--- config.mk ---
export PLATFORM = sky130hd
export DESIGN_NAME = dmem_port_arbiter_flat
export DESIGN_NICKNAME = d
export VERILOG_FILES = /design/src/rtl/dmem_port_arbiter_if.sv /design/src/rtl/dmem_port_arbiter.sv /design/src/flat_wrapper.sv
export SDC_FILE = /design/constraint.sdc
export NUM_CORES = 1
export LEC_CHECK = 0
export CORE_AREA = 2 2 114 116
export DETAILED_ROUTE_END_ITERATION = 16
export DIE_AREA = 0 0 116 118
export PLACE_DENSITY = 0.66
export SYNTH_ARGS = -nofsm -noshare
export SYNTH_HDL_FRONTEND = slang
export SYNTH_SLANG_ARGS = --single-unit
--- constraint.sdc ---
create_clock -name clk -period 2.4 [get_ports clk]
set_input_delay 0.6 -clock clk [delete_from_list [all_inputs] [get_ports clk]]
set_output_delay 0.6 -clock clk [all_outputs]
set_load 0.03 [all_outputs]
--- src/rtl/dmem_port_arbiter_if.sv ---
// Bundle of the CPU, external and DRAM-side signals of the data-RAM arbiter.
// slave is the arbiter's view; master is the view of whatever drives the requests.
interface dmem_port_arbiter_if #(
    parameter int DRAM_AW = 14
);
    logic               cpu_req_i;
    logic               cpu_we_i;
    logic [31:0]        cpu_addr_i;
    logic [31:0]        cpu_wdata_i;
    logic [3:0]         cpu_be_i;
    logic               cpu_stall_o;
    logic               cpu_rvalid_o;
    logic [31:0]        cpu_rdata_o;

    logic               ext_req_i;
    logic               ext_we_i;
    logic [31:0]        ext_addr_i;
    logic [31:0]        ext_wdata_i;
    logic [3:0]         ext_be_i;
    logic               ext_gnt_o;
    logic               ext_rvalid_o;
    logic [31:0]        ext_rdata_o;
    logic               ext_halt_req_i;
    logic               ext_halted_o;

    logic               dram_en_o;
    logic [3:0]         dram_we_o;
    logic [DRAM_AW-1:0] dram_addr_o;
    logic [31:0]        dram_wdata_o;
    logic [31:0]        dram_rdata_i;

    modport slave (
        input  cpu_req_i, cpu_we_i, cpu_addr_i, cpu_wdata_i, cpu_be_i,
        output cpu_stall_o, cpu_rvalid_o, cpu_rdata_o,
        input  ext_req_i, ext_we_i, ext_addr_i, ext_wdata_i, ext_be_i, ext_halt_req_i,
        output ext_gnt_o, ext_rvalid_o, ext_rdata_o, ext_halted_o,
        output dram_en_o, dram_we_o, dram_addr_o, dram_wdata_o,
        input  dram_rdata_i
    );

    modport master (
        output cpu_req_i, cpu_we_i, cpu_addr_i, cpu_wdata_i, cpu_be_i,
        input  cpu_stall_o, cpu_rvalid_o, cpu_rdata_o,
        output ext_req_i, ext_we_i, ext_addr_i, ext_wdata_i, ext_be_i, ext_halt_req_i,
        input  ext_gnt_o, ext_rvalid_o, ext_rdata_o, ext_halted_o,
        input  dram_en_o, dram_we_o, dram_addr_o, dram_wdata_o,
        output dram_rdata_i
    );
endinterface

--- src/rtl/dmem_port_arbiter.sv ---
// Shares the single-port data RAM between the MEM stage and an external
// debug/loader port, with starvation relief and a drain-then-halt handshake.
module dmem_port_arbiter #(
    parameter int DRAM_AW    = 14,
    parameter int STARVE_MAX = 4
) (
    input  logic                 clk,
    input  logic                 rst_n,
    dmem_port_arbiter_if.slave   bus
);
    typedef enum logic [1:0] {RUN, DRAIN, HALT} state_t;

    localparam logic [3:0] STARVE_LIM = 4'(STARVE_MAX);

    state_t      state_q, state_d;
    logic        rd_pend_q, rd_pend_d;
    logic        rd_own_q, rd_own_d;
    logic        ext_halted_q, ext_halted_d;
    logic [3:0]  wait_cnt_q, wait_cnt_d;

    logic        cpu_gnt;
    logic        ext_gnt;
    logic [31:0] sel_addr;
    logic        unused_addr_bits;

    // Outside RUN the CPU is locked out and the external side owns the RAM.
    always_comb begin
        cpu_gnt = 1'b0;
        ext_gnt = 1'b0;
        if (state_q == RUN) begin
            ext_gnt = bus.ext_req_i & (~bus.cpu_req_i | (wait_cnt_q == STARVE_LIM));
            cpu_gnt = bus.cpu_req_i & ~ext_gnt;
        end else begin
            ext_gnt = bus.ext_req_i;
        end
    end

    always_comb begin
        sel_addr         = 32'd0;
        bus.dram_we_o    = 4'd0;
        bus.dram_wdata_o = 32'd0;
        if (ext_gnt) begin
            sel_addr         = bus.ext_addr_i;
            bus.dram_we_o    = bus.ext_we_i ? bus.ext_be_i : 4'd0;
            bus.dram_wdata_o = bus.ext_wdata_i;
        end else if (cpu_gnt) begin
            sel_addr         = bus.cpu_addr_i;
            bus.dram_we_o    = bus.cpu_we_i ? bus.cpu_be_i : 4'd0;
            bus.dram_wdata_o = bus.cpu_wdata_i;
        end
    end

    assign bus.dram_addr_o  = sel_addr[DRAM_AW+1:2];
    assign unused_addr_bits = ^{sel_addr[31:DRAM_AW+2], sel_addr[1:0]};
    assign bus.dram_en_o    = cpu_gnt | ext_gnt;
    assign bus.cpu_stall_o  = bus.cpu_req_i & ~cpu_gnt;
    assign bus.ext_gnt_o    = ext_gnt;

    always_comb begin
        state_d = state_q;
        case (state_q)
            RUN:     if (bus.ext_halt_req_i) state_d = DRAIN;
            DRAIN:   if (!bus.ext_halt_req_i) state_d = RUN;
                     else if (!rd_pend_q)     state_d = HALT;
            HALT:    if (!bus.ext_halt_req_i) state_d = RUN;
            default: state_d = RUN;
        endcase

        if (!bus.ext_req_i || ext_gnt)
            wait_cnt_d = 4'd0;
        else if (cpu_gnt && (wait_cnt_q < STARVE_LIM))
            wait_cnt_d = wait_cnt_q + 4'd1;
        else
            wait_cnt_d = wait_cnt_q;

        rd_pend_d    = (cpu_gnt & ~bus.cpu_we_i) | (ext_gnt & ~bus.ext_we_i);
        rd_own_d     = ext_gnt;
        ext_halted_d = (state_d == HALT);
    end

    always_ff @(posedge clk or negedge rst_n) begin
        if (!rst_n) begin
            state_q      <= RUN;
            rd_pend_q    <= 1'b0;
            rd_own_q     <= 1'b0;
            ext_halted_q <= 1'b0;
            wait_cnt_q   <= 4'd0;
        end else begin
            state_q      <= state_d;
            rd_pend_q    <= rd_pend_d;
            rd_own_q     <= rd_own_d;
            ext_halted_q <= ext_halted_d;
            wait_cnt_q   <= wait_cnt_d;
        end
    end

    // Read data lands one cycle after issue; steer it only to the owner.
    assign bus.cpu_rvalid_o = rd_pend_q & ~rd_own_q;
    assign bus.ext_rvalid_o = rd_pend_q & rd_own_q;
    assign bus.cpu_rdata_o  = bus.cpu_rvalid_o ? bus.dram_rdata_i : 32'd0;
    assign bus.ext_rdata_o  = bus.ext_rvalid_o ? bus.dram_rdata_i : 32'd0;
    assign bus.ext_halted_o = ext_halted_q;
endmodule
--- src/flat_wrapper.sv ---
// flat-port wrapper written by rule: the top's interface ports become plain ports
module dmem_port_arbiter_flat 
#(
    parameter int DRAM_AW    = 14,
    parameter int STARVE_MAX = 4
)
  (clk, rst_n, bus_cpu_req_i, bus_cpu_we_i, bus_cpu_addr_i, bus_cpu_wdata_i, bus_cpu_be_i, bus_cpu_stall_o, bus_cpu_rvalid_o, bus_cpu_rdata_o, bus_ext_req_i, bus_ext_we_i, bus_ext_addr_i, bus_ext_wdata_i, bus_ext_be_i, bus_ext_halt_req_i, bus_ext_gnt_o, bus_ext_rvalid_o, bus_ext_rdata_o, bus_ext_halted_o, bus_dram_en_o, bus_dram_we_o, bus_dram_addr_o, bus_dram_wdata_o, bus_dram_rdata_i);
  dmem_port_arbiter_if #(.DRAM_AW(DRAM_AW)) bus_i ();
  input  logic clk;
  input  logic rst_n;
  input wire logic [$bits(bus_i.cpu_req_i)-1:0] bus_cpu_req_i;
  input wire logic [$bits(bus_i.cpu_we_i)-1:0] bus_cpu_we_i;
  input wire logic [$bits(bus_i.cpu_addr_i)-1:0] bus_cpu_addr_i;
  input wire logic [$bits(bus_i.cpu_wdata_i)-1:0] bus_cpu_wdata_i;
  input wire logic [$bits(bus_i.cpu_be_i)-1:0] bus_cpu_be_i;
  output wire logic [$bits(bus_i.cpu_stall_o)-1:0] bus_cpu_stall_o;
  output wire logic [$bits(bus_i.cpu_rvalid_o)-1:0] bus_cpu_rvalid_o;
  output wire logic [$bits(bus_i.cpu_rdata_o)-1:0] bus_cpu_rdata_o;
  input wire logic [$bits(bus_i.ext_req_i)-1:0] bus_ext_req_i;
  input wire logic [$bits(bus_i.ext_we_i)-1:0] bus_ext_we_i;
  input wire logic [$bits(bus_i.ext_addr_i)-1:0] bus_ext_addr_i;
  input wire logic [$bits(bus_i.ext_wdata_i)-1:0] bus_ext_wdata_i;
  input wire logic [$bits(bus_i.ext_be_i)-1:0] bus_ext_be_i;
  input wire logic [$bits(bus_i.ext_halt_req_i)-1:0] bus_ext_halt_req_i;
  output wire logic [$bits(bus_i.ext_gnt_o)-1:0] bus_ext_gnt_o;
  output wire logic [$bits(bus_i.ext_rvalid_o)-1:0] bus_ext_rvalid_o;
  output wire logic [$bits(bus_i.ext_rdata_o)-1:0] bus_ext_rdata_o;
  output wire logic [$bits(bus_i.ext_halted_o)-1:0] bus_ext_halted_o;
  output wire logic [$bits(bus_i.dram_en_o)-1:0] bus_dram_en_o;
  output wire logic [$bits(bus_i.dram_we_o)-1:0] bus_dram_we_o;
  output wire logic [$bits(bus_i.dram_addr_o)-1:0] bus_dram_addr_o;
  output wire logic [$bits(bus_i.dram_wdata_o)-1:0] bus_dram_wdata_o;
  input wire logic [$bits(bus_i.dram_rdata_i)-1:0] bus_dram_rdata_i;
  assign bus_i.cpu_req_i = bus_cpu_req_i;
  assign bus_i.cpu_we_i = bus_cpu_we_i;
  assign bus_i.cpu_addr_i = bus_cpu_addr_i;
  assign bus_i.cpu_wdata_i = bus_cpu_wdata_i;
  assign bus_i.cpu_be_i = bus_cpu_be_i;
  assign bus_cpu_stall_o = bus_i.cpu_stall_o;
  assign bus_cpu_rvalid_o = bus_i.cpu_rvalid_o;
  assign bus_cpu_rdata_o = bus_i.cpu_rdata_o;
  assign bus_i.ext_req_i = bus_ext_req_i;
  assign bus_i.ext_we_i = bus_ext_we_i;
  assign bus_i.ext_addr_i = bus_ext_addr_i;
  assign bus_i.ext_wdata_i = bus_ext_wdata_i;
  assign bus_i.ext_be_i = bus_ext_be_i;
  assign bus_i.ext_halt_req_i = bus_ext_halt_req_i;
  assign bus_ext_gnt_o = bus_i.ext_gnt_o;
  assign bus_ext_rvalid_o = bus_i.ext_rvalid_o;
  assign bus_ext_rdata_o = bus_i.ext_rdata_o;
  assign bus_ext_halted_o = bus_i.ext_halted_o;
  assign bus_dram_en_o = bus_i.dram_en_o;
  assign bus_dram_we_o = bus_i.dram_we_o;
  assign bus_dram_addr_o = bus_i.dram_addr_o;
  assign bus_dram_wdata_o = bus_i.dram_wdata_o;
  assign bus_i.dram_rdata_i = bus_dram_rdata_i;
  dmem_port_arbiter #(.DRAM_AW(DRAM_AW), .STARVE_MAX(STARVE_MAX)) u_core (.clk(clk), .rst_n(rst_n), .bus(bus_i));
endmodule
* Word level (Yosys, flattened, before mapping)
Cells that the tools add are included. W data, S select, Z words.
Storage, ports and cells: bits in registers 9, output and inout port bits 120, word-level logic and storage cells 51, input bits 175
Cells by class: bitwise logic cells 16, $add $sub $neg 1, equal/unequal tests 4, $lt $le $gt $ge 1, reductions and logical operators 5, multiplexer cells 19
Operator list (number):
- $mux W32 | 4
- $mux W16 | 2
- $mux W4 | 6
- $mux W2 | 4
- $and A1 B1 Y1 | 7
- $not A1 Y1 | 6
- $pmux W2 S3 | 1
- $add A4 B1 Y4 const B | 1
- $eq A2 B2 Y1 const B | 2
- $eq A4 B3 Y1 const B | 1
- $lt A4 B3 Y1 const B | 1
- $or A1 B1 Y1 | 3
- $eq A2 B1 Y1 const B | 1
- $logic_not A2 Y1 | 1
- $mux W1 | 2
- $reduce_bool A2 Y1 | 1
- $logic_and A1 B1 Y1 | 1
- $logic_not A1 Y1 | 1
- $logic_or A1 B1 Y1 | 1

* Logic depth before layout (Yosys ltp)
Gate-level depths: netlist of run 1.
depth after elaboration 9, mapped depth 7, depth with buffers taken out 5

* Worst setup path after synthesis of run 1
OpenSTA, ideal clock, no wires.
path type input to output, start point input port bus_cpu_req_i, end point output port bus_dram_we_o[2], slack 260 ps, cell stages on the path 4, path buffers 1, arrival 1540 ps, data required time 1800 ps, cells stage by stage nor3b_4 a21oi_2 buf_4 a32o_1
On the way: elaborated cells between the ends (all ways) 9, classes of those cells mux: 4; bitwise: 5
RTL lines:
- start, declared | line flat_wrapper.sv:11 | input wire logic [$bits(bus_i.cpu_req_i)-1:0] bus_cpu_req_i;
- $not A1 Y1 | line dmem_port_arbiter.sv:31 | ext_gnt = bus.ext_req_i & (~bus.cpu_req_i | (wait_cnt_q == STARVE_LIM));
- $or A1 B1 Y1 | line dmem_port_arbiter.sv:31
- $and A1 B1 Y1 | line dmem_port_arbiter.sv:31
- $mux W1 | line dmem_port_arbiter.sv:30 | if (state_q == RUN) begin
- named net bus_ext_gnt_o | line flat_wrapper.sv:25 | output wire logic [$bits(bus_i.ext_gnt_o)-1:0] bus_ext_gnt_o;
- $mux W4 | line dmem_port_arbiter.sv:42 | if (ext_gnt) begin
- end, declared | line flat_wrapper.sv:30 | output wire logic [$bits(bus_i.dram_we_o)-1:0] bus_dram_we_o;
The timed path passes the listed nets, and every way through them passes these cells.

* Final worst setup path of run 1
start point register u_core.wait_cnt_q[0], end point output port bus_dram_we_o[2]
On the way: cells in the longest elaborated chain, start to end 8, elaborated cells between the ends (all ways) 9, classes of those cells eq/ne: 1; mux: 4; bitwise: 4
Ends and longest elaborated chain:
- start, declared | line dmem_port_arbiter.sv:19 | logic [3:0] wait_cnt_q, wait_cnt_d;
- start signal, assigned | line dmem_port_arbiter.sv:93 | wait_cnt_q <= wait_cnt_d;
- $eq A4 B3 Y1 (*) | line dmem_port_arbiter.sv:31
- $or A1 B1 Y1 (*) | line dmem_port_arbiter.sv:31
- $and A1 B1 Y1 (*) | line dmem_port_arbiter.sv:31
- $not A1 Y1 | line dmem_port_arbiter.sv:32 | cpu_gnt = bus.cpu_req_i & ~ext_gnt;
- $and A1 B1 Y1 | line dmem_port_arbiter.sv:32
- $mux W1 | line dmem_port_arbiter.sv:30
- $mux W4 | line dmem_port_arbiter.sv:46 | end else if (cpu_gnt) begin
- $mux W4 (*) | line dmem_port_arbiter.sv:42
Every way passes the cells marked *; elsewhere a longest branch is shown, timed or not.

==> out/qor.yml, run 1 <==
start_util_pct: 11.69
cpMaxStageDelayCell: "dfrtp_1"
nFillCells: 1291
yosys_warnings: 0
r2r_cells: 5
cpPeakStageDelay_ns: 0.38
fin_crit_ns: 2.351
cp-startpoint: "u_core.wait_cnt_q[0]"
whs_ns: 0.5099
rows: 41
dr.max_layer_used: "met4"
path_cells: "inv_2 -> ha_4 -> nand3b_4 -> o21a_4 -> buf_6 -> a32o_2 -> buf_12"
grt_max_degree: 38
ant_nets: 0
antennaDiodeCount: 0
drt_iter0_drc: 58
powerDensity_nw_per_um2: 414.5
cellLeakagePower_nw: 2.112
num_io_pins: 295
grt-ovfl-total: 0
layoutNonFillerInstCount: 617
insertion_delay_ns: 0.23
worst_hold_path_type: "flop to flop"
antenna_found_initial: 0
die_h_um: 118
r2r-start: "u_core.state_q[1]"
crit_family: "compound AO/OA/AOI/OAI gates"
status: "finished clean"
fin_crit_sh_pct: 97.97
rsz0062_at_grt: "yes"
synth_ff_type: "dfrtp_1"
internal_power_mw: 1.061
place.port_buffers: 258
crit_cells: 7
wl_per_cell_um: 15.27
synth_commonest_cells: "a22o_1, and2_1, and3_1"
synth_most_common_cell: "a22o_1"
syn_avg_cell_area_sq_um: 8.063
cts.sinks: 9
drt-met1-wl_um: 3509
ys_top_cells_by_area: "a22o_1, and2_1, dfrtp_1, and3_1, buf_6"
synth_edf_count: 0
cp-start-kind: "flop"
clk_pin_slew_worst_paths_ns: 0.04
setup_viol: 0
worstSetupEndpoint: "bus_dram_we_o[2]"
synthArstFlopShare_pct: 100.0
dr.pass1.iters: 4
seq_area_frac_synth_pct: 15.52
finClkSkew_ns: 0.001421
drcViolationCount: 0
power.share.sequential_pct: 9.8
wl_met2_um: 4956
switchingPower_mw: 0.7529
fp.coreArea_sq_um: 12410
multi_input_area_sq_um: 1121
clock_path_buffers: 2
peakVddDrop_mv: 0.1946
gp_congestion: 0.8248
wl_um: 9421
cts_tree: "yes"
p_sw_share_pct: 41.51
slew_headroom_pct: 71.70
ctsHoldBuffers: 0
dp.cells: 606
syn2layout_area_growth_pct: 201.5
seqCellArea_sq_um: 227.7
crit_type: "flop to output port"
clockPowerShare_pct: 15.8
via_per_inst: 4.005
grt_use_total_pct: 12.34
yosysTopAreaCell: "a22o_1"
synth_nets: 357
cts_max_level: 1
cts-buffers-inserted: 3
final_nets: 623
path_buf_inv: 3
dieArea_sq_um: 13690
final-max-slew-violation-count: 0
worstReg2RegEnd: "u_core.rd_pend_q"
hold_viol: 0
end_kind: "output port"
hpwl_um: 7486
vias: 2471
synth_cell_types: 24
yosysTopAreaCellShare_pct: 28.36
final_layout_size_suffix_gt1_share_pct: 36.40
grt_pass1_wl_um: 13470
r2r_setup_slack_ns: 0.89
clockRootBuffer: "clkbuf_16"
crit_fanout: 8
timing.max_cap.violations: 0
die_w_um: 116
arrival_ns: 1.75
clock.fmax_mhz: 425.3
grt_pass1_vias: 2574
p_comb_share_pct: 74.4
wl_met3_um: 823
syn_inst: 180
syn-cell-area_sq_um: 1451
tightest_slew_ns: 0.4232
required_ns: 1.80
ys_seq_elements: 9
-- layer usage --
metal / vias up / GRT usage, %
met5: - / 0
met4: 0 / 2.158
met3: 10 / 3.450
met2: 144 / 23.06
met1: 1118 / 13.81
li1: 1199 / -
-- final cells by class --
type                            count  area share, %
Timing Repair Buffer              281          61.94
Multi-Input combinational cell    145          25.62
Sequential cell                     9          5.204
Tap cell                          172          4.918
Clock buffer                        4          1.802
Inverter                            6         0.5147
-- per-stage QoR --
stage	instance area [sq um]	power, mW	util, %	setup TNS (ns)	setup WS [ns]
global placement	4013	1.399	32.32	-16.44	-0.3747
CTS	4330	1.818	34.88	-1.785	-0.09170
finish	4375	1.814	35.24	0	0.04866
floorplan	1451	0.8167	-	0	0.2604
global route	4375	1.900	35.24	-0.1424	-0.01606
detailed placement	4013	1.408	32.32	-17.74	-0.4013
-- power by group through the flow --
stage,logic (mW),registers [mW],clock network [mW]
finish,1.35,0.177,0.287
global route,1.42,0.179,0.303
CTS,1.35,0.177,0.295
detailed placement,1.23,0.180,0
global placement,1.22,0.180,0
floorplan,0.635,0.181,0
-- logic make-up after synthesis --
family,share of synthesized area (%)
compound gates,34.31
xor+xnor,0.6036
fa+ha+maj,1.724
buf+inv,10.69
flops,15.52
simple gates,37.15
-- sequential cells by signal, summed over array words and instances (netlist names) --
name                     cells
u_core.wait_cnt_q            4
u_core.state_q               2
u_core.rd_own_q              1
u_core.bus.ext_halted_o      1
u_core.rd_pend_q             1
-- layout by cell type, fill, tap and decap left out, types with 2 or more instances in the layout --
master / Yosys / routed
inv_1: 6 / 3
inv_2: 0 / 3
clkdlybuf4s50_1: 0 / 138
nor2b_1: 5 / 5
buf_12: 0 / 6
and2_1: 37 / 37
buf_4: 2 / 93
a21oi_1: 2 / 2
nor2_1: 4 / 4
a32o_2: 0 / 4
dfrtp_2: 0 / 2
clkbuf_16: 0 / 4
and3_1: 32 / 32
dfrtp_1: 9 / 7
o21a_1: 3 / 2
buf_6: 6 / 41
a22o_4: 0 / 2
a22o_1: 47 / 45
-- what timing repair did --
action                                  in CTS  in global routing
buffers inserted                             5                  2
resized for setup                           47                 18
cloned                                       2                  1
endpoints found under the setup margin      52                 50
pin swaps                                    8                 32
-- worst min path at each step --
stage | start | end | slack, ns | cells past startpoint
finish | u_core.state_q[1] | u_core.state_q[0] | 0.51 | 1
global route | u_core.state_q[1] | u_core.state_q[0] | 0.53 | 1
CTS | u_core.state_q[1] | u_core.state_q[0] | 0.57 | 1
detailed placement | u_core.wait_cnt_q[3] | u_core.wait_cnt_q[3] | 0.55 | 2
global placement | u_core.wait_cnt_q[3] | u_core.wait_cnt_q[3] | 0.54 | 2
floorplan | rst_n | u_core.bus.ext_halted_o | 0.30 | 0
Note: power is estimated with default switching activity, not from simulation.
==> run 2: changes to the inputs <==
--- a/config.mk
+++ b/config.mk
@@ -8,7 +8,7 @@
 export CORE_AREA = 2 2 114 116
 export DETAILED_ROUTE_END_ITERATION = 16
 export DIE_AREA = 0 0 116 118
-export PLACE_DENSITY = 0.66
+export PLACE_DENSITY = 0.68
 export SYNTH_ARGS = -nofsm -noshare
 export SYNTH_HDL_FRONTEND = slang
 export SYNTH_SLANG_ARGS = --single-unit
==> constraint.sdc (replaced) <==
create_clock -name clk -period 1.93 [get_ports clk]
set_input_delay 0.4825 -clock clk [delete_from_list [all_inputs] [get_ports clk]]
set_output_delay 0.4825 -clock clk [all_outputs]
set_load 0.03 [all_outputs]
==> out/qor.yml, run 2 (synthesized netlist as in run 1, its figures left out) <==
hpwl_um: 8797
placed_cell_area_sq_um: 4129
dieArea_sq_um: 13690
clock.fmax_mhz: 433.3
whs_ns: 0.5529
top_regs: "u_core.wait_cnt_q: 4 flops, u_core.state_q: 2 flops"
fin_crit_ns: 2.308
p_total_mw: 2.582
slew_headroom_pct: 70.90
clock_path_buffers: 2
fp.coreArea_sq_um: 12410
wl_um: 11940
cts_max_level: 1
place.port_buffers: 258
crit_type: "flop to output port"
grt_pass1_vias: 2770
wl_per_cell_um: 18.83
start_util_pct: 11.69
required_ns: 1.45
drt_iter0_drc: 45
arrival_ns: 1.83
cts_tree: "yes"
met1_usage_pct: 19.48
hold_viol: 0
preCtsSetupSlack_ns: -0.5819
crit_fanout: 8
syn2layout_area_growth_pct: 244.3
powerDensity_nw_per_um2: 516.6
use_met2_pct: 28.84
gp_congestion: 0.8698
cts-buffers-inserted: 3
most-common-layout-cells: "clkdlybuf4s50_1, buf_4, buf_6"
mostFrequentLayoutCell: "clkdlybuf4s50_1"
cp-start-kind: "flop"
clockRootBuffer: "clkbuf_16"
tightest_slew_ns: 0.4351
final-max-slew-violation-count: 0
clk_pin_slew_worst_paths_ns: 0.04
peakVddDrop_mv: 0.2802
grt_max_degree: 35
die_h_um: 118
antenna_found_initial: 2
die_w_um: 116
final_nets: 639
rsz0062_at_grt: "yes"
grt_pass1_wl_um: 16810
dr.pass1.iters: 4
drcViolationCount: 0
fin_crit_sh_pct: 119.6
cts.sinks: 9
finClkSkew_ns: 0.001961
timing.max_cap.violations: 0
fin_tns_setup_ns: -18.06
top_register: "u_core.wait_cnt_q"
setup_ws_ns: -0.3777
worst_hold_path_type: "input port to asynchronous set/reset pin"
grt_util_met3_pct: 4.428
cellLeakagePower_nw: 2.395
layoutNonFillerInstCount: 634
via_per_inst: 4.114
end_kind: "output port"
final_layout_size_suffix_gt1_share_pct: 46.20
vias: 2608
grt_busiest_layer: "met2"
status: "finished with violations"
final_area_sq_um: 4997
violations: "setup timing"
setup_viol: 52
finish.utilization_pct: 40.25
largest_reg_flops: 4
dp.cells: 608
num_io_pins: 295
insertion_delay_ns: 0.24
ant_nets: 0
rows: 41
grt_use_total_pct: 16.22
grt-ovfl-total: 0
==> run 2: cell types whose count changed in the layout (fill, tap and decap cells not counted), sizes merged <==
cell / before / now
clkdlybuf4s50: 138 / 137
clkdlybuf4s15: 0 / 1
clkbuf: 5 / 6
buf: 141 / 156
diode: 0 / 1
==> run 2: timing repair <==
item / 4_1_cts / 5_1_grt
pin swaps: 9 / 28
endpoints found under the setup margin: 53 / 53
gates resized for setup: 93 / 15
setup buffers: 13 / 1
cloned: 8 / 2
hold buffers: 0 / 0
==> run 2: critical path, cell delays in order (launching register included) <==
cell	delay [ns]
dfrtp_1	0.38
inv_2	0.07
ha_4	0.14
nand3b_4	0.09
buf_6	0.13
a21oi_4	0.13
buf_12	0.18
clkbuf_16	0.18
a22o_2	0.15
buf_6	0.12
==> run 2: cell type report <==
class                   count  area, sq um
clock buffers               4        78.83
flip-flops and latches      9        225.2
well taps                 172        215.2
repair buffers            297         3103
multi-input cells         145         1350
inverters                   6        22.52
fillers                  1197         7417
diodes                      1        2.502
==> run 2: final timing paths <==
path | slack (ns) | depth (start not counted) | to | from
hold reg to reg | 0.66 | 3 | u_core.wait_cnt_q[3] | u_core.wait_cnt_q[3]
hold / removal | 0.55 | 1 | u_core.wait_cnt_q[3] | rst_n
max in group asynchronous | 1.08 | 1 | u_core.bus.ext_halted_o | rst_n
setup reg to reg | 0.47 | 6 | u_core.rd_pend_q | u_core.state_q[1]
min in group clk | 0.66 | 3 | u_core.wait_cnt_q[3] | u_core.wait_cnt_q[3]
setup / recovery | -0.38 | 9 | bus_dram_wdata_o[14] | u_core.wait_cnt_q[0]
==> run 2: power breakdown <==
part	total (mW)	switching (mW)	internal, mW
Combinational	1.99	0.935	1.05
Sequential	0.215	0.0111	0.204
Clock	0.379	0.102	0.277
==> run 2: per-layer routing <==
layer,wire (um),vias to the layer above,share of wire (%)
met5,13,-,0.11
met4,84,2,0.70
met3,989,9,8.3
met2,6009,150,50
met1,4840,1207,41
li1,-,1240,-
==> run 3: changes to the inputs <==
--- a/config.mk
+++ b/config.mk
@@ -5,10 +5,12 @@
 export SDC_FILE = /design/constraint.sdc
 export NUM_CORES = 1
 export LEC_CHECK = 0
+export ABC_AREA = 1
 export CORE_AREA = 2 2 114 116
 export DETAILED_ROUTE_END_ITERATION = 16
 export DIE_AREA = 0 0 116 118
-export PLACE_DENSITY = 0.68
+export PLACE_DENSITY = 0.69
+export SLEW_MARGIN = 15
 export SYNTH_ARGS = -nofsm -noshare
 export SYNTH_HDL_FRONTEND = slang
 export SYNTH_SLANG_ARGS = --single-unit
==> out/qor.yml, run 3 <==
status: "finished with violations"
violations: "setup timing"
clock.fmax_mhz: 443.7
fin_crit_sh_pct: 116.8
clock_path_buffers: 2
dr.pass1.iters: 5
antennaDiodeCount: 0
largest_reg_flops: 4
layoutNonFillerInstCount: 775
worstReg2RegEnd: "u_core.rd_own_q"
fp.coreArea_sq_um: 12410
clk_pin_slew_worst_paths_ns: 0.04
synth_nets: 502
gp_congestion: 0.7443
synth_ff_type: "dfrtp_1"
fin_crit_ns: 2.254
finClkSkew_ns: 0.002884
worst_hold_path_type: "input port to asynchronous set/reset pin"
internal_power_mw: 1.348
wl_um: 9170
path_cells: "inv_2 -> ha_4 -> nand2_4 -> nor2_4 -> nor2_4 -> nor2_4 -> buf_6 -> buf_12 -> nand2_4 -> nand2_2 -> buf_6"
powerDensity_nw_per_um2: 483.5
antenna_found_initial: 0
cts_max_level: 1
synth_cell_types: 16
final_area_sq_um: 5007
final_nets: 781
arrival_ns: 1.77
r2r-start: "u_core.wait_cnt_q[0]"
ctsHoldBuffers: 0
grt_pass1_wl_um: 13480
timing.max_cap.violations: 0
drcViolationCount: 0
critical_path.most_common_cell: "nor2_4"
vias: 2914
r2r_setup_slack_ns: 0.39
grt_use_total_pct: 12.10
insertion_delay_ns: 0.24
r2r_cells: 10
grt-ovfl-total: 0
grt_max_degree: 34
cts_tree: "yes"
tightest_slew_ns: 0.4209
start_util_pct: 12.33
top_register: "u_core.wait_cnt_q"
hold_viol: 0
cpMaxStageDelayCell: "dfrtp_1"
top_regs: "u_core.wait_cnt_q: 4 flops, u_core.state_q: 2 flops"
synth_most_common_cell: "nand2_1"
required_ns: 1.45
die_w_um: 116
place.port_buffers: 258
hpwl_um: 6912
synth_edf_count: 0
yosysTopAreaCell: "nand2_1"
final-max-slew-violation-count: 0
rsz0062_at_grt: "yes"
slew_headroom_pct: 71.85
crit_fanout: 8
placed_cell_area_sq_um: 4232
drt_iter0_drc: 109
via_per_inst: 3.760
dieArea_sq_um: 13690
p_total_mw: 2.421
nFillCells: 1304
ys_seq_elements: 9
final_layout_size_suffix_gt1_share_pct: 41.96
grt_pass1_vias: 2784
synthArstFlopShare_pct: 100.0
syn-cell-area_sq_um: 1530
cts.sinks: 9
syn_inst: 325
preCtsSetupSlack_ns: -0.4067
most-common-layout-cells: "clkdlybuf4s50_1, buf_4, nand2_1"
p_sw_share_pct: 44.31
dp.cells: 755
num_io_pins: 295
clockPowerShare_pct: 15.2
cellLeakagePower_nw: 2.629
die_h_um: 118
seq_area_frac_synth_pct: 14.72
wl_per_cell_um: 11.83
end_kind: "output port"
setup_viol: 52
syn2layout_area_growth_pct: 227.2
crit_type: "flop to output port"
setup_ws_ns: -0.3240
rows: 41
switchingPower_mw: 1.073
yosys_warnings: 0
yosysTopAreaCellShare_pct: 37.78
cpPeakStageDelay_ns: 0.38
cts-buffers-inserted: 3
p_comb_share_pct: 75.8
synth_commonest_cells: "nand2_1, nor2_1, inv_1"
syn_avg_cell_area_sq_um: 4.708
peakVddDrop_mv: 0.2202
mostFrequentLayoutCell: "clkdlybuf4s50_1"
cp-start-kind: "flop"
ant_nets: 0
ys_top_cells_by_area: "nand2_1, nor2_1, dfrtp_1, inv_1, buf_6"
clockRootBuffer: "clkbuf_16"
power.share.sequential_pct: 9.1
## run 3: cell types whose count changed after synthesis, moves of 3 or more
cell and delta:
and3_1 -32, nand4_1 +9, a22o_1 -47, o21ai_0 +4, a32o_1 -4, o21a_1 -3, inv_1 +41, and2_1 -37
nor2b_1 -5, nor2_2 +3, nor2_1 +68, nand2_1 +153
## run 3: worst max-delay path by stage
stage                          from                   end  depth (start not counted)
2_1_floorplan       u_core.rd_own_q   bus_cpu_rdata_o[10]                          4
3_3_place_gp          bus_cpu_req_i   bus_dram_wdata_o[0]                          9
3_5_place_dp          bus_cpu_req_i  bus_dram_wdata_o[12]                          9
4_1_cts        u_core.wait_cnt_q[0]  bus_dram_wdata_o[23]                         12
5_1_grt        u_core.wait_cnt_q[0]  bus_dram_wdata_o[29]                         11
6_report       u_core.wait_cnt_q[0]  bus_dram_wdata_o[14]                         11
## run 3: area by class of cell
type	instances	area [sq um]	area share [%]
inverter	48	182.7	3.648
tap	172	215.2	4.298
timing repair buffer	291	2900	57.92
sequential	9	225.2	4.498
clock buffer	4	78.83	1.574
multi-input combinational	251	1405	28.06
## run 3: what timing repair did
| item | 4_1_cts | 5_1_grt |
|---|---|---|
| gates cloned | 2 | 2 |
| pin swaps | 5 | 18 |
| resized for setup | 107 | 41 |
| endpoints found under the setup margin | 55 | 64 |
| setup buffers | 11 | 3 |
## run 3: power groups by stage
stage	Clock, mW	Sequential, mW	Combinational (mW)
5_1_grt	0.383	0.220	1.95
3_5_place_dp	0	0.220	1.53
4_1_cts	0.374	0.219	1.77
2_1_floorplan	0	0.223	0.803
6_report	0.368	0.219	1.83
3_3_place_gp	0	0.221	1.54
## run 3: routing by layer
metal | wire (um) | vias to the layer above | GRT usage (%) | share of wire [%]
met4 | 93 | 0 | 2.158 | 1.0
met2 | 4833 | 134 | 22.11 | 53
met5 | 0 | - | 0 | 0
met3 | 648 | 13 | 2.111 | 7.1
met1 | 3594 | 1261 | 14.73 | 39
li1 | - | 1506 | - | -
## run 3: cell families after synthesis
| logic type | share of synthesized area [%] |
|---|---|
| simple gates | 61.00 |
| buf+inv | 19.38 |
| compound gates | 3.270 |
| flops | 14.72 |
| fa+ha+maj | 1.635 |
## run 3: worst max-delay path, delay by kind of cell, from the launching register on
| kind | cells | cell delay [ns] |
|---|---|---|
| simple gates | 6 | 0.49 |
| flops | 1 | 0.38 |
| buf+inv | 4 | 0.51 |
| fa+ha+maj | 1 | 0.16 |
## run 3: per-stage QoR
step	hold WS (ns)	utilization (%)	setup TNS, ns
finish	0.5523	40.33	-15.32
global route	0.5584	40.33	-19.92
detailed placement	0.5370	34.09	-19.41
CTS	0.5461	38.83	-12.21
floorplan	0.1869	-	-1.324
global placement	0.5339	34.09	-18.88
